`config.mk`:
```
export PLATFORM = sky130hd
export DESIGN_NAME = dmem_arbiter
export DESIGN_NICKNAME = d
export VERILOG_FILES = /design/src/rtl/dmem_arbiter.sv
export SDC_FILE = /design/constraint.sdc
export NUM_CORES = 1
export LEC_CHECK = 0
export ABC_AREA = 1
export BUFFER_PORTS_ARGS = -buffer_cell sky130_fd_sc_hd__buf_4
export CORE_AREA = 4 4 104 106
export DETAILED_ROUTE_END_ITERATION = 6
export DIE_AREA = 0 0 108 110
export GPL_TIMING_DRIVEN = 0
export PLACE_DENSITY = 0.72
export SYNTH_ARGS = -nofsm -noshare
export SYNTH_HDL_FRONTEND = slang
export SYNTH_SLANG_ARGS = --single-unit
```
`constraint.sdc`:
```
create_clock -name clk -period 2.26 [get_ports clk]
set_input_delay 0.339 -clock clk [delete_from_list [all_inputs] [get_ports clk]]
set_output_delay 0.339 -clock clk [all_outputs]
set_load 0.01 [all_outputs]
```
`src/rtl/dmem_arbiter.sv`:
```
// Round-robin arbiter sharing one single-port data memory between the CPU
// and a debug/loader port, with bounded lock and registered read data.
module dmem_arbiter #(
    parameter int DEPTH    = 101,
    parameter int LOCK_MAX = 4
) (
    input  logic        clk,
    input  logic        reset_n,
    input  logic        req0,
    input  logic        req1,
    input  logic        lock0,
    input  logic        lock1,
    input  logic        we0,
    input  logic        we1,
    input  logic [31:0] a0,
    input  logic [31:0] a1,
    input  logic [31:0] wd0,
    input  logic [31:0] wd1,
    output logic        gnt0,
    output logic        gnt1,
    output logic        rvalid0,
    output logic        rvalid1,
    output logic [31:0] rdata,
    output logic        err0,
    output logic        err1,
    output logic        mem_we,
    output logic [31:0] mem_a,
    output logic [31:0] mem_wd,
    input  logic [31:0] mem_rd
);

    localparam int CW = (LOCK_MAX > 1) ? $clog2(LOCK_MAX) : 1;
    localparam logic [CW-1:0] CNT_MAX = CW'(LOCK_MAX - 1);

    typedef enum logic [1:0] {IDLE, SERVE0, SERVE1} state_t;

    state_t        state;
    state_t        state_nx;
    logic          last;
    logic [CW-1:0] lock_cnt;
    logic          serving;
    logic          we_sel;
    logic          bad;
    logic          cur_req;
    logic          cur_lock;
    logic          oth_req;
    logic [31:0]   a_sel;
    logic [31:0]   wd_sel;

    assign gnt0    = (state == SERVE0);
    assign gnt1    = (state == SERVE1);
    assign serving = gnt0 | gnt1;

    always_comb begin
        a_sel    = 32'h0;
        wd_sel   = 32'h0;
        we_sel   = 1'b0;
        cur_req  = 1'b0;
        cur_lock = 1'b0;
        oth_req  = 1'b0;
        unique case (1'b1)
            gnt0: begin
                a_sel    = a0;
                wd_sel   = wd0;
                we_sel   = we0;
                cur_req  = req0;
                cur_lock = lock0;
                oth_req  = req1;
            end
            gnt1: begin
                a_sel    = a1;
                wd_sel   = wd1;
                we_sel   = we1;
                cur_req  = req1;
                cur_lock = lock1;
                oth_req  = req0;
            end
            default: ;
        endcase
    end

    assign bad    = (a_sel[1:0] != 2'b00) || (a_sel[31:2] >= 30'(DEPTH));
    assign mem_we = serving & we_sel & ~bad;
    assign mem_a  = a_sel;
    assign mem_wd = wd_sel;

    // Lock holds the grant until the bound is hit, but only while contended.
    always_comb begin
        state_nx = IDLE;
        if (state == IDLE) begin
            if (req0 && req1)
                state_nx = last ? SERVE0 : SERVE1;
            else if (req0)
                state_nx = SERVE0;
            else if (req1)
                state_nx = SERVE1;
        end else begin
            if (cur_lock && cur_req && (lock_cnt < CNT_MAX || !oth_req))
                state_nx = state;
            else if (oth_req)
                state_nx = gnt0 ? SERVE1 : SERVE0;
            else if (cur_req)
                state_nx = state;
        end
    end

    always_ff @(posedge clk or negedge reset_n) begin
        if (!reset_n) begin
            state    <= IDLE;
            last     <= 1'b1;
            lock_cnt <= '0;
            rvalid0  <= 1'b0;
            rvalid1  <= 1'b0;
            err0     <= 1'b0;
            err1     <= 1'b0;
            rdata    <= 32'h0;
        end else begin
            state <= state_nx;
            if (gnt0)
                last <= 1'b0;
            else if (gnt1)
                last <= 1'b1;
            if (!serving || state_nx != state)
                lock_cnt <= '0;
            else if (oth_req && lock_cnt != CNT_MAX)
                lock_cnt <= lock_cnt + CW'(1);
            rvalid0 <= gnt0 & ~we0;
            rvalid1 <= gnt1 & ~we1;
            err0    <= gnt0 & bad;
            err1    <= gnt1 & bad;
            if (serving && !we_sel)
                rdata <= bad ? 32'h0 : mem_rd;
        end
    end

endmodule

```
After elaboration in Yosys (flattened, before gate mapping)
Cells that the tools add are included.
{"block": "word_totals", "ff_bits": 41, "output_inout_bits": 103, "wordCells": 60}
{"block": "op_classes", "addsub": 1, "magnitude_cmp": 2, "n_eq_ne": 4, "n_mux": 20, "n_bitwise": 10, "n_reduce_logical": 15}
{"operator": "one-hot mux 32 bit (2 select lines)", "n": 2}
{"operator": "2-to-1 mux 32 bit", "n": 1}
{"operator": "greater-or-equal comparator 30 x 7 -> 1 bit, second input constant", "n": 1}
{"operator": "2-to-1 mux 2 bit", "n": 11}
{"operator": "one-hot mux 1 bit (2 select lines)", "n": 4}
{"operator": "AND 1 bit", "n": 6}
{"operator": "nonzero test 2 bit", "n": 3}
{"operator": "logical AND 1 bit", "n": 5}
{"operator": "logical NOT 1 bit", "n": 3}
{"operator": "logical OR 1 bit", "n": 3}
{"operator": "inverter 1 bit", "n": 3}
{"operator": "adder 2 x 1 -> 2 bit, second input constant", "n": 1}
{"operator": "equality test 2 x 1 -> 1 bit, second input constant", "n": 1}
{"operator": "equality test 2 bit, second input constant", "n": 1}
{"operator": "logical NOT 2 bit", "n": 1}
{"operator": "less-than comparator 2 bit, second input constant", "n": 1}
{"operator": "2-to-1 mux 1 bit", "n": 2}
{"operator": "!= test 2 bit", "n": 1}
{"operator": "!= test 2 bit, second input constant", "n": 1}
{"operator": "bitwise OR 1 bit", "n": 1}

Depth between registers and ports, before layout
{"block": "depth", "word_depth": 10, "ltp_mapped": 17, "depth_no_buf": 15}

Least setup slack after synthesis
No wires, ideal clock.
{"block": "synth_timing", "path_type": "flip-flop to output port", "from": "register state[0]", "to": "output port mem_we", "arrival_ns": 1.948, "required_time_ns": 1.921, "path_slack_ns": -0.027, "stages_incl_launch_ff": 13, "path_cell_list": "dfrtp_1 -> inv_1 -> ha_1 -> buf_6 -> buf_6 -> a22o_1 -> nand2_1 -> nand2_1 -> nor2_2 -> nand2_2 -> nor2_8 -> nand2_1 -> nor3_1"}
{"block": "synth_via", "elab_chain_len": 6, "word_cells_on_any_way": 11}
{"element": "from (decl)", "line": "37", "text": "state_t state;"}
{"element": "from (signal assigned)", "line": "118", "text": "state <= state_nx;"}
{"element": "equality test 2 bit *", "line": "51", "text": "assign gnt1 = (state == SERVE1);"}
{"element": "named net gnt1", "line": "20", "text": "output logic gnt1,"}
{"element": "one-hot mux 32 bit (2 select lines)", "line": "61", "text": "unique case (1'b1)"}
{"element": "greater-or-equal comparator 30 x 7 -> 1 bit / nonzero test 2 bit (equally long branches)", "line": "82", "text": "assign bad = (a_sel[1:0] != 2'b00) || (a_sel[31:2] >= 30'(DEPTH));"}
{"element": "logical OR 1 bit", "line": "82"}
{"element": "inverter 1 bit", "line": "83", "text": "assign mem_we = serving & we_sel & ~bad;"}
{"element": "AND 1 bit *", "line": "83"}
{"element": "to (decl)", "line": "26", "text": "output logic mem_we,"}
Mark *: on every way through the listed nets, which the timed path passes. The rest lies on a longest branch.

Final worst setup path
{"block": "layout_timing", "from": "register state[1]", "to": "output port mem_we"}
{"block": "layout_via", "elab_chain_len": 6, "word_cells_on_any_way": 11}
{"element": "equality test 2 bit / equality test 2 x 1 -> 1 bit (equally long branches)", "line": "51, 50"}
{"element": "one-hot mux 32 bit (2 select lines)", "line": "61"}
{"element": "greater-or-equal comparator 30 x 7 -> 1 bit / nonzero test 2 bit (equally long branches)", "line": "82"}
{"element": "logical OR 1 bit", "line": "82"}
{"element": "inverter 1 bit", "line": "83"}
{"element": "AND 1 bit *", "line": "83"}
Mark *: on every way between the ends. The rest lies on a longest branch, timed or not.

==> metrics.txt <==
# TYPE chip_impl_metric gauge
chip_impl_metric{name="final.period_utilization",unit=""} 1.13
chip_impl_metric{name="gr-total-overflow",unit=""} 0
chip_impl_metric{name="post_route_cells_drive_above_1_share",unit=""} 0.474
chip_impl_metric{name="hold-worst-slack",unit="ns"} 0.0183
chip_impl_metric{name="grt_max_degree",unit=""} 42
chip_impl_metric{name="ant_nets",unit=""} 0
chip_impl_metric{name="worst_ep_required_time",unit="ns"} 1.92
chip_impl_info{name="crit_path_end_kind",value="output port"} 1
chip_impl_info{name="startpoint_type",value="flop"} 1
chip_impl_metric{name="p_per_area",unit="mW/mm2"} 1380
chip_impl_metric{name="drc",unit=""} 0
chip_impl_metric{name="ys_warn_count",unit=""} 0
chip_impl_metric{name="total_leakage_power",unit="uW"} 0.00380
chip_impl_metric{name="logic_depth_of_the_worst_register_to_register_path",unit=""} 13
chip_impl_metric{name="synth_xor_area_frac",unit=""} 0.00256
chip_impl_metric{name="grt_antenna_before_repair",unit=""} 0
chip_impl_info{name="cp_cell_sequence",value="buf_6 > ha_4 > buf_6 > a22o_1 > nand2_1 > nand2_1 > nor2_2 > nand2_2 > nor2_8 > nand2_2 > nor3_2 > buf_4"} 1
chip_impl_metric{name="clk_path_buf_depth",unit=""} 2
chip_impl_metric{name="post-place-cells",unit=""} 965
chip_impl_info{name="critical_path.startpoint",value="state[1]"} 1
chip_impl_metric{name="gpl.final_weighted_congestion",unit=""} 0.887
chip_impl_metric{name="initial_core_util",unit=""} 0.350
chip_impl_info{name="worst_r2r_startpoint",value="state[1]"} 1
chip_impl_metric{name="cts_sinks",unit=""} 41
chip_impl_metric{name="synth-simple-area-share",unit=""} 0.384
chip_impl_metric{name="worstSkewPairLatency",unit="ns"} 0.29
chip_impl_metric{name="avgViaCountPerCell",unit=""} 4.80
chip_impl_metric{name="timing.final.max_slew_violations",unit=""} 0
chip_impl_metric{name="rows",unit=""} 36
chip_impl_metric{name="die_w",unit="um"} 108
chip_impl_info{name="violations_in_the_final_reports",value="negative setup slack"} 1
chip_impl_metric{name="timing.critical_path.fanout_max",unit=""} 7
chip_impl_info{name="timing.setup.critical_path_class",value="flop to output port"} 1
chip_impl_metric{name="skew",unit="ns"} 0.00531
chip_impl_metric{name="syn_to_final_growth",unit="%"} 88.5
chip_impl_info{name="ctsRootBufferMaster",value="sky130_fd_sc_hd__clkbuf_8"} 1
chip_impl_metric{name="design_area",unit="mm2"} 0.00646
chip_impl_metric{name="setup-violations-final",unit=""} 17
chip_impl_metric{name="share_of_synthesized_cell_area_in_full_adder_half_adder_and_majority_cells",unit=""} 0.0146
chip_impl_metric{name="syn_area",unit="mm2"} 0.00343
chip_impl_metric{name="area_fraction_in_compound_gates_after_synthesis",unit=""} 0.117
chip_impl_info{name="cts_tree",value="built"} 1
chip_impl_info{name="grt_setup_unrepaired",value="yes"} 1
chip_impl_metric{name="clk_transition_reported_paths",unit="ns"} 0.09
chip_impl_metric{name="io_pins",unit=""} 271
chip_impl_metric{name="number_of_drc_markers_in_iteration_0",unit=""} 279
chip_impl_metric{name="finalWirelength",unit="mm"} 15.3
chip_impl_metric{name="finalCoreUtilization",unit=""} 0.661
chip_impl_metric{name="post_synth.cell_area_avg",unit="um2"} 6.10
chip_impl_metric{name="n_antenna_cell",unit=""} 0
chip_impl_metric{name="final.min_clock_period",unit="ns"} 2.56
chip_impl_metric{name="avgRoutedWirePerCell",unit="um"} 15.1
chip_impl_metric{name="dp.final_hpwl",unit="mm"} 11.8
chip_impl_metric{name="achievable-frequency",unit="GHz"} 0.391
chip_impl_info{name="status",value="finished, violations left"} 1
chip_impl_metric{name="hold_violations",unit=""} 0
chip_impl_metric{name="detail_route.first_pass.iterations",unit=""} 5
chip_impl_metric{name="synth_seq_area_share",unit=""} 0.300
chip_impl_metric{name="core_region_area",unit="mm2"} 0.00977
chip_impl_metric{name="drv.max_cap_violation_count",unit=""} 0
chip_impl_metric{name="max_slew.worst_pin.slew",unit="ns"} 0.531
chip_impl_metric{name="critical_path_arrival",unit="ns"} 2.22
chip_impl_metric{name="h-tree-depth",unit=""} 2
chip_impl_info{name="dominant_combinational_cell_family_by_area_after_synthesis",value="simple AND/OR/NAND/NOR gates"} 1
chip_impl_metric{name="yosys_register_bits",unit=""} 41
chip_impl_metric{name="final_nets",unit=""} 1051
chip_impl_info{name="crit_end",value="mem_we"} 1
chip_impl_metric{name="gr-usage-all-layers",unit=""} 0.236
chip_impl_metric{name="worst-r2r-setup-slack",unit="ns"} 0.11
chip_impl_metric{name="buffer_ports.inserted",unit=""} 270
chip_impl_info{name="critPathSlowestCell",value="sky130_fd_sc_hd__dfrtp_1"} 1
chip_impl_metric{name="numCtsBuffers",unit=""} 5
chip_impl_metric{name="layout_setup_ws",unit="ns"} -0.295
chip_impl_metric{name="grt_first_pass_wirelength",unit="mm"} 22.4
chip_impl_metric{name="placed_instance_area",unit="mm2"} 0.00562
chip_impl_metric{name="die_area",unit="mm2"} 0.0119
chip_impl_metric{name="total_number_of_vias",unit=""} 4865
chip_impl_metric{name="grt_pass1_vias",unit=""} 4754
chip_impl_info{name="crit-reg2reg-capture",value="rdata[30]"} 1
chip_impl_metric{name="cp_slowest_stage_delay",unit="ns"} 0.43
chip_impl_metric{name="synth_mux_area_frac",unit=""} 0.00329
chip_impl_metric{name="die_h",unit="um"} 110
chip_impl_metric{name="mappedNetlistNets",unit=""} 734
chip_impl_metric{name="fin_cells",unit=""} 1013
chip_impl_info{name="hold_class",value="primary input to asynchronous set/reset pin"} 1
chip_impl_metric{name="worst_ir_drop_vdd",unit="mV"} 0.756
chip_impl_metric{name="maxSlewHeadroom",unit=""} 0.646
chip_impl_metric{name="netlist_instances",unit=""} 562
chip_impl_metric{name="ys_types",unit=""} 25
routing by layer:
| metal | track usage | wire, um |
|---|---|---|
| met5 | 0 | 0 |
| met4 | 0.0884 | 437 |
| met3 | 0.0594 | 1270 |
| met2 | 0.444 | 8170 |
| met1 | 0.253 | 5410 |
worst min path at each step:
stage,startpoint,end,slack [ns],cells past startpoint
after global placement,reset_n,rdata[13],0.35,1
after global routing,reset_n,rdata[13],0.05,1
final,reset_n,rdata[13],0.02,1
after detailed placement,reset_n,rdata[13],0.36,1
after floorplan,reset_n,err0,0.04,0
after CTS,reset_n,rdata[13],0.04,1
layout make-up:
class                           count  area, um2
Buffer                             37        327
Clock buffer                        5       68.8
Clock inverter                      3       68.8
Fill cell                         873       3320
Inverter                           95        363
Multi-Input combinational cell    387       2030
Sequential cell                    41       1030
Tap cell                          133        166
Timing Repair Buffer              311       2400
Timing Repair inverter              1       7.51
power by group:
group | switching [uW] | internal [uW]
Sequential | 156 | 1000
Combinational | 3860 | 3190
Clock | 268 | 445
Total | 4280 | 4630
worst max-delay path: cells and delay by family (launching register included):
family	cells	cell delay, ns
DFF	1	0.43
AOI/OAI and AO/OA	1	0.22
and+or+nand+nor	7	0.64
adders and majority gates	1	0.19
buffers and inverters	3	0.44
state kept, by name, summed over array words and instances, names as in the netlist:
signal and count:
err0 1, err1 1, last 1, lock_cnt 2, rdata 32, rvalid0 1, rvalid1 1, state 2
stage by stage:
| step | total power [uW] | TNS, ns | setup WS (ns) |
|---|---|---|---|
| after floorplan | 4520 | 0 | 0.0539 |
| after global placement | 6510 | -0.309 | -0.235 |
| after detailed placement | 6610 | -1.25 | -0.325 |
| after global routing | 9610 | -3.29 | -0.406 |
| final | 8920 | -0.777 | -0.295 |
| after CTS | 7940 | -1.89 | -0.353 |
placed cells by master, fill, tap and decap left out, types with 2 or more instances in the layout:
cell	instances
sky130_fd_sc_hd__buf_4	298
sky130_fd_sc_hd__nand2_1	204
sky130_fd_sc_hd__inv_1	89
sky130_fd_sc_hd__nor2_1	47
sky130_fd_sc_hd__dfrtp_1	40
sky130_fd_sc_hd__buf_6	34
sky130_fd_sc_hd__nand4_1	33
sky130_fd_sc_hd__a21oi_2	27
sky130_fd_sc_hd__a22o_1	17
sky130_fd_sc_hd__nand2_2	8
sky130_fd_sc_hd__nor2_2	8
sky130_fd_sc_hd__nand3_1	8
sky130_fd_sc_hd__buf_2	7
sky130_fd_sc_hd__o22ai_1	7
sky130_fd_sc_hd__clkbuf_8	5
sky130_fd_sc_hd__o21ai_0	4
sky130_fd_sc_hd__a21oi_1	4
sky130_fd_sc_hd__clkbuf_4	3
sky130_fd_sc_hd__inv_2	3
sky130_fd_sc_hd__nor2_4	3
sky130_fd_sc_hd__a21oi_4	3
sky130_fd_sc_hd__clkbuf_1	3
sky130_fd_sc_hd__ha_4	3
sky130_fd_sc_hd__clkinvlp_4	2
sky130_fd_sc_hd__o22ai_2	2
sky130_fd_sc_hd__or2_1	2
sky130_fd_sc_hd__bufinv_16	2
cell families (layout without fill, tap and decap cells):
kind of cell | after synthesis | after routing
AOI/OAI and AO/OA | 65 | 65
and+or+nand+nor | 316 | 316
xor gates and xnor gates | 1 | 1
adders and majority gates | 4 | 4
DFF | 41 | 41
buffers and inverters | 134 | 452
muxes | 1 | 1
synth_stat cells:
cell type                  instances  area [um2]
sky130_fd_sc_hd__buf_6            11         124
sky130_fd_sc_hd__ha_1              4        50.1
sky130_fd_sc_hd__inv_1            93         349
sky130_fd_sc_hd__mux2_2            1        11.3
sky130_fd_sc_hd__nor2_1           55         206
sky130_fd_sc_hd__or2_1             2        12.5
sky130_fd_sc_hd__nand3_1           8        40.0
sky130_fd_sc_hd__nor2_8            1        20.0
sky130_fd_sc_hd__clkinv_1          2        7.51
sky130_fd_sc_hd__dfstp_2           1        26.3
sky130_fd_sc_hd__buf_1             4        15.0
sky130_fd_sc_hd__a21oi_1          34         170
sky130_fd_sc_hd__nand2_2           2        12.5
sky130_fd_sc_hd__nand4_1          33         206
sky130_fd_sc_hd__buf_2            10        50.1
sky130_fd_sc_hd__o21ai_0           5        25.0
sky130_fd_sc_hd__buf_4             4        30.0
sky130_fd_sc_hd__nor2_2            3        18.8
sky130_fd_sc_hd__nand2_1         210         788
sky130_fd_sc_hd__o22ai_1           9        56.3
sky130_fd_sc_hd__a22o_1           17         149
sky130_fd_sc_hd__clkbuf_1         10        37.5
sky130_fd_sc_hd__xor2_1            1        8.76
sky130_fd_sc_hd__dfrtp_1          40        1000
sky130_fd_sc_hd__nor3_1            2        10.0
what timing repair did:
item                       4_1_cts  5_1_grt
gates cloned                     2        7
hold buffers                     0        0
pin swaps                       15       20
buffers inserted                22       13
setup endpoints to repair       80       78
gates resized for setup         34      101
(Power assumes the default switching activity.)
